**config.mk**
```make
export PLATFORM = sky130hd
export DESIGN_NAME = conv_window_addr_gen_flat
export DESIGN_NICKNAME = d
export VERILOG_FILES = /design/src/rtl/conv_pkg.sv /design/src/rtl/conv_window_addr_gen_if.sv /design/src/rtl/conv_tap_counter.sv /design/src/rtl/conv_window_addr_gen.sv /design/src/flat_wrapper.sv
export SDC_FILE = /design/constraint.sdc
export NUM_CORES = 1
export LEC_CHECK = 0
export CORE_MARGIN = 4
export CORE_UTILIZATION = 45
export DETAILED_ROUTE_END_ITERATION = 10
export HOLD_SLACK_MARGIN = 0.1
export PLACE_DENSITY_LB_ADDON = 0.12
export SYNTH_ARGS = -nofsm -noshare
export SYNTH_HDL_FRONTEND = slang
export SYNTH_SLANG_ARGS = --single-unit
export TNS_END_PERCENT = 30
```
**constraint.sdc**
```tcl
create_clock -name clk -period 10.9 [get_ports clk]
set_input_delay 1.09 -clock clk [delete_from_list [all_inputs] [get_ports clk]]
set_output_delay 1.09 -clock clk [all_outputs]
set_load 0.01 [all_outputs]
```
**src/rtl/conv_pkg.sv**
```systemverilog
// Shared types and defaults for the convolution window address generator.
package conv_pkg;

  localparam int DIM_W_DEF  = 16;
  localparam int ADDR_W_DEF = 20;

  typedef enum logic [1:0] {
    IDLE = 2'd0,
    RUN  = 2'd1,
    FIN  = 2'd2
  } conv_state_t;

  // Signed input-map coordinate; two extra bits absorb padding and stride overshoot.
  typedef logic signed [DIM_W_DEF+1:0] coord_t;

endpackage

```
**src/rtl/conv_window_addr_gen_if.sv**
```systemverilog
// Tap stream from the window address generator to the MAC/line-buffer datapath.
interface conv_window_addr_gen_if #(
  parameter int DIM_W  = 16,
  parameter int ADDR_W = 20
);

  logic                    win_valid;
  logic                    win_ready;
  logic signed [DIM_W+1:0] win_row;
  logic signed [DIM_W+1:0] win_col;
  logic                    win_pad;
  logic [ADDR_W-1:0]       win_addr;
  logic                    win_first;
  logic                    win_last_tap;
  logic                    win_last;

  modport master (
    output win_valid, win_row, win_col, win_pad, win_addr,
           win_first, win_last_tap, win_last,
    input  win_ready
  );

  modport slave (
    input  win_valid, win_row, win_col, win_pad, win_addr,
           win_first, win_last_tap, win_last,
    output win_ready
  );

endinterface

```
**src/rtl/conv_tap_counter.sv**
```systemverilog
// Nested oy/ox/ky/kx counter; each level wraps at its limit when the level below wraps.
module conv_tap_counter
  import conv_pkg::*;
#(
  parameter int DIM_W = DIM_W_DEF
) (
  input  logic             clk,
  input  logic             rst_n,
  input  logic             clr,
  input  logic             adv,
  input  logic [DIM_W-1:0] k,
  input  logic [DIM_W-1:0] out_h,
  input  logic [DIM_W-1:0] out_w,
  output logic [DIM_W-1:0] ky,
  output logic [DIM_W-1:0] kx,
  output logic             first,
  output logic             last_tap,
  output logic             ox_last,
  output logic             oy_last,
  output logic             last
);

  localparam logic [DIM_W-1:0] ONE = DIM_W'(1);

  logic [DIM_W-1:0] oy_q, ox_q, ky_q, kx_q;
  logic             kx_last, ky_last;

  assign kx_last  = (kx_q == k - ONE);
  assign ky_last  = (ky_q == k - ONE);
  assign ox_last  = (ox_q == out_w - ONE);
  assign oy_last  = (oy_q == out_h - ONE);
  assign first    = (kx_q == '0) && (ky_q == '0);
  assign last_tap = kx_last && ky_last;
  assign last     = last_tap && ox_last && oy_last;
  assign ky       = ky_q;
  assign kx       = kx_q;

  always_ff @(posedge clk or negedge rst_n) begin
    if (!rst_n) begin
      oy_q <= '0;
      ox_q <= '0;
      ky_q <= '0;
      kx_q <= '0;
    end else if (clr) begin
      oy_q <= '0;
      ox_q <= '0;
      ky_q <= '0;
      kx_q <= '0;
    end else if (adv) begin
      if (!kx_last) begin
        kx_q <= kx_q + ONE;
      end else begin
        kx_q <= '0;
        if (!ky_last) begin
          ky_q <= ky_q + ONE;
        end else begin
          ky_q <= '0;
          if (!ox_last) begin
            ox_q <= ox_q + ONE;
          end else begin
            ox_q <= '0;
            oy_q <= oy_last ? '0 : oy_q + ONE;
          end
        end
      end
    end
  end

endmodule

```
**src/rtl/conv_window_addr_gen.sv**
```systemverilog
// Walks every output position and kernel tap, emitting one input coordinate per beat.
// Optional CONV_ADDR_PERF_EN adds perf_stall_cnt (saturating stalled-cycle counter).
//
// state | meaning
// IDLE  | waiting for start; geometry latched on start
// RUN   | streaming taps, counters step on each accepted beat
// FIN   | one-cycle done pulse, then back to IDLE
module conv_window_addr_gen
  import conv_pkg::*;
#(
  parameter int DIM_W  = DIM_W_DEF,
  parameter int ADDR_W = ADDR_W_DEF
) (
  input  logic             clk,
  input  logic             rst_n,
  input  logic [DIM_W-1:0] IN_HEIGHT,
  input  logic [DIM_W-1:0] IN_WIDTH,
  input  logic [DIM_W-1:0] KERNEL_SIZE,
  input  logic [DIM_W-1:0] STRIDE,
  input  logic [DIM_W-1:0] PADDING,
  input  logic [DIM_W-1:0] OUT_HEIGHT,
  input  logic [DIM_W-1:0] OUT_WIDTH,
  input  logic             start,
  conv_window_addr_gen_if.master win,
  output logic             busy,
  output logic             done
`ifdef CONV_ADDR_PERF_EN
  ,
  output logic [31:0]      perf_stall_cnt
`endif
);

  conv_state_t state_q, state_d;

  logic [DIM_W-1:0] in_h_q, in_w_q, k_q, s_q, p_q, out_h_q, out_w_q;
  logic signed [DIM_W+1:0] base_row_q, base_col_q;
  logic signed [DIM_W+1:0] row, col, neg_p_in, neg_p_q, s_ext;
  logic [DIM_W+1:0]  row_u, col_u;
  logic [ADDR_W-1:0] addr_full;
  logic [DIM_W-1:0]  ky, kx;
  logic first, last_tap, ox_last, oy_last, cnt_last;
  logic start_acc, cnt_adv, degenerate, run, pad;

  assign degenerate = (KERNEL_SIZE == '0) || (OUT_HEIGHT == '0) || (OUT_WIDTH == '0);

  always_comb begin
    state_d       = state_q;
    busy          = 1'b0;
    done          = 1'b0;
    win.win_valid = 1'b0;
    start_acc     = 1'b0;
    cnt_adv       = 1'b0;
    unique case (state_q)
      IDLE: begin
        if (start) begin
          start_acc = 1'b1;
          state_d   = degenerate ? FIN : RUN;
        end
      end
      RUN: begin
        busy          = 1'b1;
        win.win_valid = 1'b1;
        cnt_adv       = win.win_ready;
        if (win.win_ready && cnt_last) state_d = FIN;
      end
      FIN: begin
        done    = 1'b1;
        state_d = IDLE;
      end
      default: state_d = IDLE;
    endcase
  end

  always_ff @(posedge clk or negedge rst_n) begin
    if (!rst_n) state_q <= IDLE;
    else        state_q <= state_d;
  end

  conv_tap_counter #(.DIM_W(DIM_W)) u_tap_counter (
    .clk      (clk),
    .rst_n    (rst_n),
    .clr      (start_acc),
    .adv      (cnt_adv),
    .k        (k_q),
    .out_h    (out_h_q),
    .out_w    (out_w_q),
    .ky       (ky),
    .kx       (kx),
    .first    (first),
    .last_tap (last_tap),
    .ox_last  (ox_last),
    .oy_last  (oy_last),
    .last     (cnt_last)
  );

  assign neg_p_in = -$signed({2'b00, PADDING});
  assign neg_p_q  = -$signed({2'b00, p_q});
  assign s_ext    = $signed({2'b00, s_q});

  // Base coordinates track oy*S-P and ox*S-P by accumulation, so no multiplier is needed.
  always_ff @(posedge clk or negedge rst_n) begin
    if (!rst_n) begin
      in_h_q     <= '0;
      in_w_q     <= '0;
      k_q        <= '0;
      s_q        <= '0;
      p_q        <= '0;
      out_h_q    <= '0;
      out_w_q    <= '0;
      base_row_q <= '0;
      base_col_q <= '0;
    end else if (start_acc) begin
      in_h_q     <= IN_HEIGHT;
      in_w_q     <= IN_WIDTH;
      k_q        <= KERNEL_SIZE;
      s_q        <= STRIDE;
      p_q        <= PADDING;
      out_h_q    <= OUT_HEIGHT;
      out_w_q    <= OUT_WIDTH;
      base_row_q <= neg_p_in;
      base_col_q <= neg_p_in;
    end else if (cnt_adv && last_tap) begin
      if (ox_last) begin
        base_col_q <= neg_p_q;
        base_row_q <= oy_last ? neg_p_q : base_row_q + s_ext;
      end else begin
        base_col_q <= base_col_q + s_ext;
      end
    end
  end

  assign row   = base_row_q + $signed({2'b00, ky});
  assign col   = base_col_q + $signed({2'b00, kx});
  assign row_u = row;
  assign col_u = col;
  assign pad   = row[DIM_W+1] || (row >= $signed({2'b00, in_h_q})) ||
                 col[DIM_W+1] || (col >= $signed({2'b00, in_w_q}));
  assign addr_full = ADDR_W'(row_u) * ADDR_W'(in_w_q) + ADDR_W'(col_u);

  // Data outputs read as zero outside RUN so reset and idle present a clean bus.
  assign run              = (state_q == RUN);
  assign win.win_row      = run ? row : '0;
  assign win.win_col      = run ? col : '0;
  assign win.win_pad      = run && pad;
  assign win.win_addr     = (run && !pad) ? addr_full : '0;
  assign win.win_first    = run && first;
  assign win.win_last_tap = run && last_tap;
  assign win.win_last     = run && cnt_last;

`ifdef CONV_ADDR_PERF_EN
  always_ff @(posedge clk or negedge rst_n) begin
    if (!rst_n) begin
      perf_stall_cnt <= '0;
    end else if (start_acc) begin
      perf_stall_cnt <= '0;
    end else if (win.win_valid && !win.win_ready && (perf_stall_cnt != '1)) begin
      perf_stall_cnt <= perf_stall_cnt + 32'd1;
    end
  end
`endif

endmodule

```
**src/flat_wrapper.sv**
```systemverilog
// flat-port wrapper written by rule: the top's interface ports become plain ports
module conv_window_addr_gen_flat import conv_pkg::*;
#(
  parameter int DIM_W  = DIM_W_DEF,
  parameter int ADDR_W = ADDR_W_DEF
)
  (clk, rst_n, IN_HEIGHT, IN_WIDTH, KERNEL_SIZE, STRIDE, PADDING, OUT_HEIGHT, OUT_WIDTH, start, busy, done, win_win_valid, win_win_row, win_win_col, win_win_pad, win_win_addr, win_win_first, win_win_last_tap, win_win_last, win_win_ready);
  conv_window_addr_gen_if #(.DIM_W(DIM_W), .ADDR_W(ADDR_W)) win_i ();
  input  logic clk;
  input  logic rst_n;
  input  logic [DIM_W-1:0] IN_HEIGHT;
  input  logic [DIM_W-1:0] IN_WIDTH;
  input  logic [DIM_W-1:0] KERNEL_SIZE;
  input  logic [DIM_W-1:0] STRIDE;
  input  logic [DIM_W-1:0] PADDING;
  input  logic [DIM_W-1:0] OUT_HEIGHT;
  input  logic [DIM_W-1:0] OUT_WIDTH;
  input  logic start;
  output logic busy;
  output logic done;
  output wire logic [$bits(win_i.win_valid)-1:0] win_win_valid;
  output wire logic [$bits(win_i.win_row)-1:0] win_win_row;
  output wire logic [$bits(win_i.win_col)-1:0] win_win_col;
  output wire logic [$bits(win_i.win_pad)-1:0] win_win_pad;
  output wire logic [$bits(win_i.win_addr)-1:0] win_win_addr;
  output wire logic [$bits(win_i.win_first)-1:0] win_win_first;
  output wire logic [$bits(win_i.win_last_tap)-1:0] win_win_last_tap;
  output wire logic [$bits(win_i.win_last)-1:0] win_win_last;
  input wire logic [$bits(win_i.win_ready)-1:0] win_win_ready;
  assign win_win_valid = win_i.win_valid;
  assign win_win_row = win_i.win_row;
  assign win_win_col = win_i.win_col;
  assign win_win_pad = win_i.win_pad;
  assign win_win_addr = win_i.win_addr;
  assign win_win_first = win_i.win_first;
  assign win_win_last_tap = win_i.win_last_tap;
  assign win_win_last = win_i.win_last;
  assign win_i.win_ready = win_win_ready;
  conv_window_addr_gen #(.DIM_W(DIM_W), .ADDR_W(ADDR_W)) u_core (.clk(clk), .rst_n(rst_n), .IN_HEIGHT(IN_HEIGHT), .IN_WIDTH(IN_WIDTH), .KERNEL_SIZE(KERNEL_SIZE), .STRIDE(STRIDE), .PADDING(PADDING), .OUT_HEIGHT(OUT_HEIGHT), .OUT_WIDTH(OUT_WIDTH), .start(start), .win(win_i), .busy(busy), .done(done));
endmodule
```
### Word-level counts from Yosys, hierarchy flattened

Cells that the tools add are included.

* flip-flop bits (word level): 214
* input port bits: 116

* add/subtract/negate cells: 14
* multipliers: 1
* order comparisons: 2
* eq/ne operators: 8
* muxes and demuxes: 37
* reduce and logical (&&, ||, !) cells: 33

Operator list (count)
* $mux W16: 18
* $mux W18: 9
* $logic_not A16 Y1: 5
* $add A18 B17 Y18: 4
* $add A16 B1 Y16 const B: 4
* $eq A16 B16 Y1: 4
* $sub A16 B1 Y16 const B: 3
* $ge A18 B17 Y1: 2
* $neg A16 Y18: 2
* $add A20 B18 Y20: 1
* $mul A18 B16 Y20: 1
* $mux W20: 1
* $logic_and A1 B1 Y1: 11
* $reduce_bool A2 Y1: 5
* $mux W2: 3
* $reduce_and A2 Y1: 3
* $logic_or A1 B1 Y1: 5
* $mux W1: 5
* $ne A2 B2 Y1 const B: 2
* $pmux W2 S2: 1
* $reduce_and A4 Y1: 1
* $reduce_and A3 Y1: 1
* $eq A2 B1 Y1 const B: 1
* $eq A2 B2 Y1 const B: 1
* 2 further kinds: 2

### Longest topological paths before layout

* depth in word-level cells: 8
* depth in mapped cells: 34

### Hierarchy

A second synthesis with hierarchy kept.

* cell total of the unflattened synthesis: 2839
* area, all modules: 23156.0 µm²

Modules (own cells, without submodules)
* conv_window_addr_gen: times used 1, cells each 2078, area an instance 17097.6 µm², sequential area each 3753.6 µm²
* conv_tap_counter: times used 1, cells each 761, area an instance 6058.3 µm², sequential area each 1601.5 µm²

### Least setup slack after synthesis

No wires, ideal clock.

* kind: flip-flop to output port
* start: reg u_core.u_tap_counter.ky_q[1], in the netlist u_core.u_tap_counter.ky[1]
* end: out win_win_addr[19]
* data arrival time: 8.209 ns
* data required time: 9.810 ns
* path slack: 1.601 ns
* stages on the path, launching flop included: 31
* buffers on the path: 0
* cells stage by stage: dfrtp_1 -> ha_1 -> a211o_1 -> a2111oi_0 -> o31ai_1 -> nand3_1 -> o21ai_1 -> o31ai_1 -> o31a_1 -> xnor2_1 -> and2_1 -> fa_1 -> inv_1 -> fa_1 -> inv_1 -> fa_1 -> inv_1 -> fa_1 -> fa_1 -> fa_1 -> xnor2_1 -> xnor2_1 -> xnor2_1 -> xnor2_1 -> xnor2_1 -> xnor3_1 -> xor3_1 -> and3_1 -> mux2i_1 -> o22ai_1 -> a2111oi_2

* word-level cells in the longest chain between the ends: 8
* elaborated cells between the ends (all ways): 10

RTL lines
* from (decl): line conv_tap_counter.sv:25 `logic [DIM_W-1:0] oy_q, ox_q, ky_q, kx_q;`
* from (signal assigned): line conv_tap_counter.sv:55 `ky_q <= ky_q + ONE;`
* $add A18 B17 Y18 *: line conv_window_addr_gen.sv:132 `assign row = base_row_q + $signed({2'b00, ky});`
* parallel branches: the longest is 6 deep, another holds $mul A18 B16 Y20
* $mux W20 *: line conv_window_addr_gen.sv:145 `assign win.win_addr = (run && !pad) ? addr_full : '0;`
* to (decl): line flat_wrapper.sv:25 `output wire logic [$bits(win_i.win_addr)-1:0] win_win_addr;`

Mark *: on every way between the ends.

### Worst setup path after layout

Same ends and word-level chain as after synthesis.

==> flow_summary.yaml <==
grt:
  grt_start_max_net_pins: 98
  grt_antenna_before_repair: 0
  grt_pass1_vias: 19730
  grt_pass1_wl_um: 108800
  grt_overflow: 0
  grt_usage_pct: 25.19
detailed_routing:
  dr_total_vias: 19710
  dr.max_layer_used: "met4"
  ant_nets: 0
  wl_met1_um: 30860
  drtIter0Drc: 1442
  route.met3.wl_um: 3527
  routed_wl_um: 68430
  drt-wirelength-per-cell_um: 19.13
  routed_via_density: 5.509
  drc: 0
  dr.pass1.iters: 6
  wl_met2_um: 31720
worst_setup_path:
  end_kind: "output port"
  cp_num_buf_inv: 5
  slowest_stage: "fa_1"
  critPathTopFamily: "adder cells"
  worstPathArrival_ps: 9260
  startpoint_type: "register"
  worst_path_largest_cell_delay_ps: 540
  path_max_fanout: 5
  crit_type: "register to output port"
  worstPathRequired_ps: 9810
yosys:
  synth_top_area_share_pct: 23.65
  synth_area_per_cell_um2: 8.199
  synth.distinct_cells: 79
  syn_inst: 2762
  synthArstFlopShare_pct: 100.0
  yosys-top-cells-area: "dfrtp_1 24%, fa_1 14%, ha_1 9.0%"
  synth_ff_type: "dfrtp_1"
  ys_warn_count: 0
  synth_commonest_cells: "478 x nand2_1, 291 x inv_1, 214 x dfrtp_1, 170 x nor2_1, 168 x o21ai_0"
  synth_top_area_cell: "dfrtp_1"
  syn_area_um2: 22650
  synth_nets: 3198
  ys_ff_latch: 214
  yosysSeqAreaShare_pct: 23.65
  synth_edf_count: 0
  synth.most_common_cell: "nand2_1"
floorplanning:
  start_util_pct: 45.88
  core-area_um2: 49360
  die_x_um: 232.3
  dieArea_um2: 53980
  io_pins: 179
  row_count: 81
  die_y_um: 232.3
sta:
  worst_slew_pin_slew_ps: 985.4
  fin_tns_setup_ps: 0
  hold_viol: 0
  rsz0062_at_grt: "false"
  finalCritPeriodShare_pct: 94.94
  slew_headroom_pct: 34.24
  holdWs_ps: 499.1
  setup_viol: 0
  finClkSkew_ps: 13.36
  fmax_ghz: 0.09663
  post-route-min-period_ps: 10350
  slew_violations: 0
cts:
  clk_pin_slew_ps: 60
  clock_sinks: 214
  clock_path_buffers: 3
  htreeDepth: 1
  cts_tree: "built"
  worstSkewPairLatency_ps: 580
  numCtsBuffers: 27
  ctsHoldBuffers: 0
  cts_root_buffer: "clkbuf_16"
hold_path:
  hold_class: "register to register"
placement:
  io_buffers: 178
  gp_congestion: 0.9376
  dp_hpwl_um: 54410
run:
  cap_violations: 0
final_layout:
  drive_gt1_share_pct: 4.600
  final_net_count: 3328
  reg_top3: "u_core.base_col_q x18, u_core.base_row_q x18"
  area.growth.synth_to_final_pct: 15.75
  n_antenna_cell: 0
run_status:
  status: "completed"
## what timing repair did
item / in CTS / in global routing
setup endpoints to repair: 1 / 1
pin swaps: 2 / 4
resized for setup: 7 / 8
buffers inserted: 1 / 1
## layer usage
| layer | global-route usage (%) | vias to the layer above |
|---|---|---|
| met5 | 0 | - |
| met4 | 7.622 | 0 |
| met3 | 2.674 | 110 |
| met2 | 41.54 | 558 |
| met1 | 35.12 | 9567 |
| li1 | - | 9470 |
## worst register-to-register path, delay by kind of cell (launching register included)
kind                   cells  cell delay (ps)
flip-flops                 1              490
buffers and inverters      2              630
XOR/XNOR                   2              710
AND/OR/NAND/NOR            5             2000
AO/OA/AOI/OAI              4             1080
## kinds of logic after synthesis
group                    share of synthesized area [%]
buffers and inverters                            6.895
flip-flops                                       23.65
AND/OR/NAND/NOR                                  23.60
multiplexers                                     1.204
AO/OA/AOI/OAI                                    13.05
adder cells (fa/ha/maj)                          22.89
XOR/XNOR                                         8.719
## area by class of cell
cell class	instances	area [µm²]
fillers	4644	23140
multi-input cells	2145	15840
flip-flops and latches	214	5355
repair buffers	212	2041
inverters	292	1096
well taps	664	830.8
clock buffers	32	704.4
clock inverters	18	345.3
## metrics by stage
stage	instance area (µm²)	setup slack, ps	cells	util (%)
after global routing	26210	86.41	3577	53.11
after floorplan	22650	1601	2762	-
after CTS	26160	212.0	3576	53.00
final	26210	551.6	3577	53.11
after global placement	25080	401.2	3525	50.81
after detailed placement	25080	200.1	3525	50.81
## placed cells by master (no fill, tap or decap), types with 7 or more instances in the layout
cell	instances
a211oi_1	24
a21boi_0	7
a21o_1	39
a21oi_1	93
a31oi_1	14
and2_1	117
and3_1	40
buf_4	34
bufinv_16	9
clkbuf_16	27
clkdlybuf4s50_1	176
dfrtp_1	214
fa_1	157
ha_1	163
inv_1	291
mux2i_1	25
nand2_1	477
nand2b_1	20
nand3_1	52
nand3b_1	9
nand4_1	24
nor2_1	169
nor2b_1	24
nor3_1	75
nor3b_1	9
nor4_1	32
o211ai_1	10
o21a_1	11
o21ai_0	167
o21ai_1	15
o21bai_1	9
o31ai_1	16
or2_2	8
or3_1	20
or4_1	11
xnor2_1	118
xor2_1	82
## path summary, 6_finish.rpt
| check | start | end | slack, ps | cells after the start |
|---|---|---|---|---|
| worst max-delay path | u_core.u_tap_counter.ky[1] | win_win_addr[19] | 550 | 32 |
| min in group asynchronous | rst_n | u_core.p_q[0] | 550 | 1 |
| worst min-delay path | u_core.state_q[1] | u_core.state_q[1] | 500 | 1 |
| worst min register to register | u_core.state_q[1] | u_core.state_q[1] | 500 | 1 |
| worst max register to register | u_core.k_q[3] | u_core.u_tap_counter.oy_q[4] | 5890 | 13 |
| max in group asynchronous | rst_n | u_core.p_q[14] | 8960 | 2 |
Power is left out: the tool's default activity adds up to more than one toggle a clock period on the data nets, which glitch-free logic cannot reach.
